$ cat src/rtl/div_unit_if.sv
// Request and register write-back bundle for div_unit.
// slave: divider side; master: issuing/observing side.
interface div_unit_if;
    logic        start;
    logic        signed_op;
    logic        rem_sel;
    logic [31:0] dividend;
    logic [31:0] divisor;
    logic [2:0]  dest_reg;
    logic        busy;
    logic        reg_write;
    logic [2:0]  write_reg;
    logic [31:0] write_data;
    logic        div_by_zero;

    modport slave (
        input  start,
        input  signed_op,
        input  rem_sel,
        input  dividend,
        input  divisor,
        input  dest_reg,
        output busy,
        output reg_write,
        output write_reg,
        output write_data,
        output div_by_zero
    );

    modport master (
        output start,
        output signed_op,
        output rem_sel,
        output dividend,
        output divisor,
        output dest_reg,
        input  busy,
        input  reg_write,
        input  write_reg,
        input  write_data,
        input  div_by_zero
    );
endinterface

$ cat src/rtl/div_unit.sv
// Iterative 32-bit signed/unsigned divider, one quotient bit per cycle.
// Ports: clk, reset (sync, active-high), bus (div_unit_if.slave).
module div_unit (
    input  logic       clk,
    input  logic       reset,
    div_unit_if.slave  bus
);

    localparam logic [1:0] IDLE = 2'd0;
    localparam logic [1:0] CALC = 2'd1;
    localparam logic [1:0] DONE = 2'd2;

    logic [1:0]  state;
    logic [5:0]  cnt;
    logic [31:0] quo;
    logic [31:0] rem;
    logic [31:0] dvs;
    logic        q_neg;
    logic        r_neg;
    logic        rsel;
    logic        dz;
    logic [2:0]  dreg;

    logic [31:0] a_mag;
    logic [31:0] b_mag;
    logic [32:0] trial;
    logic [32:0] diff;
    logic        ge;
    logic [31:0] q_fix;
    logic [31:0] r_fix;
    logic [31:0] result;

    always_comb begin
        a_mag = bus.dividend;
        b_mag = bus.divisor;
        if (bus.signed_op && bus.dividend[31])
            a_mag = ~bus.dividend + 32'd1;
        if (bus.signed_op && bus.divisor[31])
            b_mag = ~bus.divisor + 32'd1;
        // Partial remainder stays below the divisor, so the shifted
        // trial fits in 33 bits and bit 32 of diff is a clean borrow.
        trial  = {rem, quo[31]};
        diff   = trial - {1'b0, dvs};
        ge     = ~diff[32];
        q_fix  = q_neg ? (~quo + 32'd1) : quo;
        r_fix  = r_neg ? (~rem + 32'd1) : rem;
        result = rsel ? r_fix : q_fix;
    end

    always_ff @(posedge clk) begin
        if (reset) begin
            state <= IDLE;
            cnt   <= 6'd0;
            quo   <= 32'd0;
            rem   <= 32'd0;
            dvs   <= 32'd0;
            q_neg <= 1'b0;
            r_neg <= 1'b0;
            rsel  <= 1'b0;
            dz    <= 1'b0;
            dreg  <= 3'd0;
        end else begin
            case (state)
                IDLE: begin
                    if (bus.start) begin
                        rsel <= bus.rem_sel;
                        dreg <= bus.dest_reg;
                        dvs  <= b_mag;
                        cnt  <= 6'd0;
                        if (bus.divisor == 32'd0) begin
                            // Fixed result, no sign fix-up applied.
                            quo   <= 32'hFFFF_FFFF;
                            rem   <= bus.dividend;
                            q_neg <= 1'b0;
                            r_neg <= 1'b0;
                            dz    <= 1'b1;
                            state <= DONE;
                        end else begin
                            quo   <= a_mag;
                            rem   <= 32'd0;
                            q_neg <= bus.signed_op &
                                     (bus.dividend[31] ^ bus.divisor[31]);
                            r_neg <= bus.signed_op & bus.dividend[31];
                            dz    <= 1'b0;
                            state <= CALC;
                        end
                    end
                end
                CALC: begin
                    // quo doubles as the dividend shift register.
                    rem <= ge ? diff[31:0] : trial[31:0];
                    quo <= {quo[30:0], ge};
                    cnt <= cnt + 6'd1;
                    if (cnt == 6'd31)
                        state <= DONE;
                end
                DONE: begin
                    state <= IDLE;
                    dz    <= 1'b0;
                    cnt   <= 6'd0;
                end
                default: begin
                    state <= IDLE;
                end
            endcase
        end
    end

    assign bus.busy        = (state != IDLE);
    assign bus.reg_write   = (state == DONE) && (dreg != 3'd0);
    assign bus.write_reg   = (state == DONE) ? dreg : 3'd0;
    assign bus.write_data  = (state == DONE) ? result : 32'd0;
    assign bus.div_by_zero = (state == DONE) && dz;

endmodule

$ cat src/flat_wrapper.sv
// flat-port wrapper written by rule: the top's interface ports become plain ports
module div_unit_flat 
  (clk, reset, bus_start, bus_signed_op, bus_rem_sel, bus_dividend, bus_divisor, bus_dest_reg, bus_busy, bus_reg_write, bus_write_reg, bus_write_data, bus_div_by_zero);
  div_unit_if bus_i ();
  input  logic clk;
  input  logic reset;
  input wire logic [$bits(bus_i.start)-1:0] bus_start;
  input wire logic [$bits(bus_i.signed_op)-1:0] bus_signed_op;
  input wire logic [$bits(bus_i.rem_sel)-1:0] bus_rem_sel;
  input wire logic [$bits(bus_i.dividend)-1:0] bus_dividend;
  input wire logic [$bits(bus_i.divisor)-1:0] bus_divisor;
  input wire logic [$bits(bus_i.dest_reg)-1:0] bus_dest_reg;
  output wire logic [$bits(bus_i.busy)-1:0] bus_busy;
  output wire logic [$bits(bus_i.reg_write)-1:0] bus_reg_write;
  output wire logic [$bits(bus_i.write_reg)-1:0] bus_write_reg;
  output wire logic [$bits(bus_i.write_data)-1:0] bus_write_data;
  output wire logic [$bits(bus_i.div_by_zero)-1:0] bus_div_by_zero;
  assign bus_i.start = bus_start;
  assign bus_i.signed_op = bus_signed_op;
  assign bus_i.rem_sel = bus_rem_sel;
  assign bus_i.dividend = bus_dividend;
  assign bus_i.divisor = bus_divisor;
  assign bus_i.dest_reg = bus_dest_reg;
  assign bus_busy = bus_i.busy;
  assign bus_reg_write = bus_i.reg_write;
  assign bus_write_reg = bus_i.write_reg;
  assign bus_write_data = bus_i.write_data;
  assign bus_div_by_zero = bus_i.div_by_zero;
  div_unit u_core (.clk(clk), .reset(reset), .bus(bus_i));
endmodule
$ cat config.mk
export PLATFORM = sky130hd
export DESIGN_NAME = div_unit_flat
export DESIGN_NICKNAME = d
export VERILOG_FILES = /design/src/rtl/div_unit_if.sv /design/src/rtl/div_unit.sv /design/src/flat_wrapper.sv
export SDC_FILE = /design/constraint.sdc
export NUM_CORES = 1
export LEC_CHECK = 0
export ABC_AREA = 1
export CAP_MARGIN = 30
export CORE_MARGIN = 2
export CORE_UTILIZATION = 50
export CTS_CLUSTER_DIAMETER = 50
export CTS_CLUSTER_SIZE = 40
export DETAILED_ROUTE_END_ITERATION = 8
export PLACE_DENSITY = 0.83
export SETUP_SLACK_MARGIN = 0.02
export SLEW_MARGIN = 10
export SYNTH_ARGS = -nofsm -noshare
export SYNTH_HDL_FRONTEND = slang
export SYNTH_SLANG_ARGS = --single-unit
export TNS_END_PERCENT = 1
$ cat constraint.sdc
create_clock -name clk -period 3 [get_ports clk]
set_input_delay 0.6 -clock clk [delete_from_list [all_inputs] [get_ports clk]]
set_output_delay 0.6 -clock clk [all_outputs]
set_load 0.05 [all_outputs]
==> results of run 1 <==
-- flip-flops by register name (all words and copies together), names as in the netlist --
name          flops
u_core.dvs       32
u_core.rem       32
u_core.dreg       3
u_core.q_neg      1
u_core.state      2
u_core.rsel       1
u_core.quo       32
u_core.r_neg      1
u_core.cnt        6
u_core.dz         1
-- cell families after synthesis --
kind of cell | count (synthesis) | synth area share (%)
and+or+nand+nor | 1018 | 37.44
buffers and inverters | 439 | 14.60
AOI/OAI and AO/OA | 419 | 19.87
DFF | 111 | 19.11
xor gates and xnor gates | 64 | 4.820
adders and majority gates | 38 | 4.153
-- cell usage after synthesis, drive strengths merged --
| library cell | instances |
|---|---|
| inv | 353 |
| o221ai | 4 |
| nand2 | 576 |
| nor2 | 187 |
| ha | 37 |
| o211a | 1 |
| a21oi | 175 |
| xor2 | 53 |
| nand3 | 170 |
| buf | 26 |
| clkinv | 3 |
| fa | 1 |
| o211ai | 9 |
| nor4 | 5 |
| o31ai | 4 |
| o22ai | 3 |
| dfxtp | 111 |
| o21bai | 1 |
| o41ai | 1 |
| a311oi | 7 |
| and3 | 1 |
| clkbuf | 57 |
| nand4 | 25 |
| a221oi | 3 |
| a31oi | 27 |
| o21ai | 178 |
| or2 | 6 |
| and2 | 4 |
| nor3 | 42 |
| o311a | 2 |
| xnor2 | 11 |
| o21a | 4 |
| nand3b | 2 |
-- cell type report --
type / count / area (um2)
inverters: 356 / 1348
flip-flops and latches: 111 / 2233
fillers: 2227 / 8508
clock inverters: 7 / 107.6
diodes: 2 / 5.005
multi-input cells: 1539 / 8088
clock buffers: 9 / 225.2
well taps: 285 / 356.6
repair buffers: 166 / 1838
-- power by group through the flow --
| stage | Combinational [mW] | Clock [mW] | Sequential [mW] |
|---|---|---|---|
| after floorplan | 2.77 | 0 | 1.78 |
| after global placement | 3.81 | 0 | 1.84 |
| after detailed placement | 3.83 | 0 | 1.85 |
| after CTS | 3.90 | 1.37 | 1.82 |
| after global routing | 4.63 | 1.43 | 1.86 |
| final | 4.15 | 1.37 | 1.84 |
-- worst paths after layout --
kind | to | from | slack, ps | cells after the start
worst max register to register | u_core.rem[3]$_SDFFE_PP0P_ | u_core.quo[31]$_SDFFE_PP0P_ | 210 | 17
worst min-delay path | u_core.quo[27]$_SDFFE_PP0P_ | u_core.quo[27]$_SDFFE_PP0P_ | 490 | 2
worst max-delay path | bus_write_data[25] | u_core.rem[17]$_SDFFE_PP0P_ | 60 | 11
worst min register to register | u_core.quo[27]$_SDFFE_PP0P_ | u_core.quo[27]$_SDFFE_PP0P_ | 490 | 2
-- cells in the final DEF (no fill, tap or decap), types with 33 or more instances in the layout --
master / netlist / routed
nor3_1: 39 / 33
a21oi_1: 165 / 159
clkdlybuf4s50_1: 0 / 71
inv_1: 340 / 331
nand3_1: 165 / 157
nand2_1: 563 / 554
buf_4: 2 / 59
dfxtp_1: 111 / 104
o21ai_0: 161 / 156
nor2_1: 179 / 156
xor2_1: 53 / 52
ha_1: 37 / 35
-- stage by stage --
step,worst slack (ps),utilization (%)
global route,-65.44,62.51
global placement,283.5,59.02
floorplan,16.09,-
CTS,-1.875,60.87
finish,62.24,62.53
detailed placement,191.9,59.02
-- routing by layer --
| metal | global-route usage (%) | wire, um |
|---|---|---|
| met5 | 0 | 0 |
| met4 | 13.89 | 1763 |
| met3 | 7.200 | 4804 |
| met2 | 57.46 | 19460 |
| met1 | 48.30 | 18060 |
-- worst min-delay path: stages (launching register included) --
cell and delay (ps):
dfxtp_1 330, nand2_1 60, a21oi_1 60
-- what timing repair did --
item                       4_1_cts  5_1_grt
pin swaps                        6       24
setup endpoints to repair       16       32
resized for setup               24       90
gates cloned                     0        0
setup buffers                    2        5
==> results.py, run 1 <==
metrics = {
    "run_status": {
        "outcome": "completed",
    },
    "route": {
        "routedWlPerCell_um": 17.81,
        "post-route-drc-count": 0,
        "wl_um": 44090,
        "vias": 14140,
        "ant_nets": 0,
        "drt_iter0_markers": 1559,
        "viasPerCell": 5.713,
        "drt_first_pass_iters": 8,
    },
    "clock_tree": {
        "clockBufferDepth": 2,
        "cts_made_buffers": 9,
        "cts_hold_buffers": 0,
        "clk_pin_slew_ps": 90,
        "root_buffer": "clkbuf_16",
        "htree_num_levels": 3,
        "clkLatencyLatePin_ps": 380,
        "cts_tree": "done",
        "cts_sinks": 111,
    },
    "sta": {
        "layout_min_cycle_time_ps": 2938,
        "slew_violations": 0,
        "finClkSkew_ps": 16.73,
        "finalHoldViolations": 0,
        "worst_hold_slack_ps": 493.4,
        "max_freq_mhz": 340.4,
        "setup_viol": 0,
        "period_share_pct": 97.93,
        "grt_setup_unrepaired": "yes",
        "relSlewSlack_pct": 45.43,
        "tns_ps": 0,
        "worstMarginPinSlew_ps": 818.6,
    },
    "critical_path": {
        "worst-path-buf-inv": 3,
        "critPathCaptureType": "primary output",
        "worstSetupPathType": "register to primary output",
        "crit_arrival_ps": 2340,
        "path_cells": "nor2_1, inv_1, nor3_1, inv_1, nor2_2, nand3_4, nor2_1, nor3_1, nor3_2, nor2_1, buf_12",
        "startpoint_type": "register",
        "crit_path_max_fanout": 6,
        "crit_top_cell": "nor2_1",
        "crit_family": "simple AND/OR/NAND/NOR gates",
        "cp.required_ps": 2400,
        "slowest_delay_ps": 430,
        "critPathSlowestCell": "dfxtp_1",
    },
    "pwr": {
        "switching_share_pct": 50.69,
        "p_seq_share_pct": 25.0,
        "switchingPower_mw": 3.734,
        "ir_drop_mv": 0.3186,
        "clockPowerShare_pct": 18.6,
        "p_int_mw": 3.633,
        "leakagePower_nw": 6.884,
        "power_frac_comb_pct": 56.3,
        "powerDensity_mw_per_mm2": 518.7,
        "power_mw": 7.367,
    },
    "finish": {
        "num-nets-final": 2293,
        "area_delta_synth_final_pct": 22.12,
        "stdcell_count": 2475,
        "final_layout_size_suffix_gt1_share_pct": 11.33,
        "final_area_mm2": 0.01420,
    },
    "global_routing": {
        "antenna_found_initial": 1,
        "grt_max_degree": 79,
        "grt_pass1_wl_um": 68880,
        "track_usage_pct": 36.16,
        "grt_pass1_vias": 12890,
        "grt-ovfl-total": 0,
    },
    "placement": {
        "numPortBuffers": 109,
        "place.gp.congestion": 1.013,
        "postPlaceCellArea_mm2": 0.01340,
        "hpwl_um": 35030,
        "dpl.cell_count": 2450,
    },
    "synthesis": {
        "yosysSeqAreaShare_pct": 19.11,
        "synthesis.area_mm2": 0.01163,
        "synthTopCellsByArea": "dfxtp_1, nand2_1, inv_1",
        "yosys.area.top_type_share_pct": 19.11,
        "ys_ff_latch": 111,
        "yosys.area.top_type": "dfxtp_1",
        "netlist_instances": 2089,
        "synth_nets": 2199,
        "ys_warn_count": 0,
        "synth.distinct_cells": 52,
        "syn_area_per_cell_um2": 5.567,
    },
    "die": {
        "num_io_pins": 110,
        "start_util_pct": 51.21,
        "rows": 55,
        "chipHeight_um": 156.5,
        "die_x_um": 156.5,
        "core-area_mm2": 0.02271,
        "dieArea_mm2": 0.02449,
    },
    "min_path": {
        "hp-class": "register to register",
    },
    "run": {
        "max_cap_viol_count": 0,
    },
}
No activity file was read; power rests on OpenSTA's default activity.
==> inputs of run 2 (changes only) <==
--- a/config.mk
+++ b/config.mk
@@ -7,6 +7,7 @@
 export LEC_CHECK = 0
 export ABC_AREA = 1
 export CAP_MARGIN = 30
+export CORE_ASPECT_RATIO = 2
 export CORE_MARGIN = 2
 export CORE_UTILIZATION = 50
 export CTS_CLUSTER_DIAMETER = 50
==> run 2 against run 1 <==
Sequential share of layout area up 0.37 points. Via count is 1.4% lower. Core utilization fell by 2.5 points. Register-to-register slack gained 50 ps. Global-route usage decreased by 2.4 points. Highest routed layer unchanged.
==> results.py, run 2 (synthesized netlist as in run 1, its figures left out) <==
metrics = {
    "critical_path": {
        "crit_path_max_fanout": 14,
        "critPathCaptureType": "primary output",
        "startpoint_type": "register",
        "worstSetupPathType": "register to primary output",
        "cp.required_ps": 2400,
        "crit_arrival_ps": 2360,
    },
    "global_routing": {
        "grtUsageMet2_pct": 54.26,
        "track_usage_pct": 33.76,
        "grt_pass1_vias": 12840,
        "grt-ovfl-total": 0,
        "antenna_found_initial": 0,
        "busiest_layer": "met2",
        "grt_max_degree": 61,
        "grt_util_met3_pct": 4.620,
        "met1_usage_pct": 40.93,
        "grt_pass1_wl_um": 66140,
    },
    "route": {
        "ant_nets": 0,
        "routedWlPerCell_um": 17.04,
        "post-route-drc-count": 0,
        "viasPerCell": 5.674,
        "wl_um": 41880,
        "drt_iter0_markers": 1461,
        "drt_first_pass_iters": 6,
        "vias": 13940,
    },
    "sta": {
        "slew_violations": 0,
        "layout_min_cycle_time_ps": 2964,
        "tns_ps": 0,
        "worst_hold_slack_ps": 475.1,
        "finalHoldViolations": 0,
        "setup_viol": 0,
        "finClkSkew_ps": 18.55,
        "worstMarginPinSlew_ps": 685.7,
        "max_freq_mhz": 337.4,
        "grt_setup_unrepaired": "yes",
        "relSlewSlack_pct": 53.97,
        "period_share_pct": 98.79,
    },
    "pwr": {
        "leakagePower_nw": 6.734,
        "powerDensity_mw_per_mm2": 502.9,
        "power_mw": 6.954,
        "ir_drop_mv": 0.4819,
    },
    "placement": {
        "numPortBuffers": 109,
        "hpwl_um": 33100,
        "place.gp.congestion": 1.042,
    },
    "finish": {
        "num-nets-final": 2281,
        "fillers": 2284,
        "area_delta_synth_final_pct": 18.92,
        "antenna-diode-count": 0,
        "layout_common_cells": "nand2_1, inv_1, nor2_1, nand3_1, a21oi_1",
        "reg_top3": "u_core.dvs (32), u_core.quo (32), u_core.rem (32)",
        "regArea_mm2": 0.002226,
        "multi_input_area_mm2": 0.007918,
        "final_common_cell": "nand2_1",
        "final_layout_size_suffix_gt1_share_pct": 9.568,
    },
    "die": {
        "chipHeight_um": 219.7,
        "rows": 79,
        "start_util_pct": 50.49,
        "core-area_mm2": 0.02303,
        "dieArea_mm2": 0.02457,
        "num_io_pins": 110,
        "die_x_um": 111.8,
    },
    "clock_tree": {
        "cts_made_buffers": 9,
        "clockBufferDepth": 2,
        "root_buffer": "clkbuf_16",
        "clk_pin_slew_ps": 70,
        "htree_num_levels": 3,
        "cts_tree": "done",
        "clkLatencyLatePin_ps": 370,
        "cts_sinks": 111,
    },
    "min_path": {
        "hp-class": "register to register",
    },
    "run": {
        "max_cap_viol_count": 0,
    },
    "run_status": {
        "outcome": "completed",
    },
}
## run 2: power by group
group / leakage [nW] / total, mW / internal [mW] / switching, mW
Combinational: 5.70 / 4.00 / 1.32 / 2.67
Clock: 0.122 / 1.11 / 0.557 / 0.557
Sequential: 0.916 / 1.85 / 1.63 / 0.211
## run 2: worst paths after layout
| path | startpoint | to | slack [ps] | depth (start not counted) |
|---|---|---|---|---|
| worst max-delay path | u_core.state[1]$_SDFFE_PP0P_ | bus_write_data[7] | 40 | 5 |
| worst min-delay path | u_core.quo[19]$_SDFFE_PP0P_ | u_core.quo[19]$_SDFFE_PP0P_ | 480 | 2 |
| worst max register to register | u_core.rem[0]$_SDFFE_PP0P_ | u_core.rem[22]$_SDFFE_PP0P_ | 260 | 18 |
| worst min register to register | u_core.quo[19]$_SDFFE_PP0P_ | u_core.quo[19]$_SDFFE_PP0P_ | 480 | 2 |
## run 2: routing by layer
| metal | part of all wire (%) | up-vias |
|---|---|---|
| met5 | 0 | - |
| met4 | 8.5 | 0 |
| met3 | 8.9 | 165 |
| met2 | 45 | 763 |
| met1 | 38 | 6134 |
| li1 | - | 6879 |
## run 2: worst max-delay path, cell delays in order, from the launching register on
cell and delay, ps:
dfxtp_1 360, inv_1 50, nor2_1 130, clkinv_1 460, a311oi_1 780, buf_12 220
## run 2: stage by stage
| stage | std cells | cell area, um2 | setup slack (ps) | utilization [%] |
|---|---|---|---|---|
| floorplan | 2089 | 11630 | 16.09 | - |
| global placement | 2439 | 13320 | 183.5 | 57.84 |
| detailed placement | 2439 | 13320 | 102.1 | 57.84 |
| CTS | 2456 | 13680 | -29.55 | 59.41 |
| global route | 2457 | 13830 | -93.12 | 60.04 |
| finish | 2457 | 13830 | 36.19 | 60.04 |
## run 2: layout make-up
cell class                 instances  area share [%]
sequential                       111           16.10
tap                              283           2.561
multi-input combinational       1539           57.26
clock buffer                      11           1.683
timing repair buffer             154           12.54
clock inverter                     3          0.1538
inverter                         356           9.709
## run 2: repair_timing
item | in CTS | in global routing
setup buffers | 3 | 1
gates cloned | 0 | 0
pin swaps | 10 | 13
hold buffers | 0 | 0
gates resized for setup | 32 | 39
endpoints found under the setup margin | 19 | 26
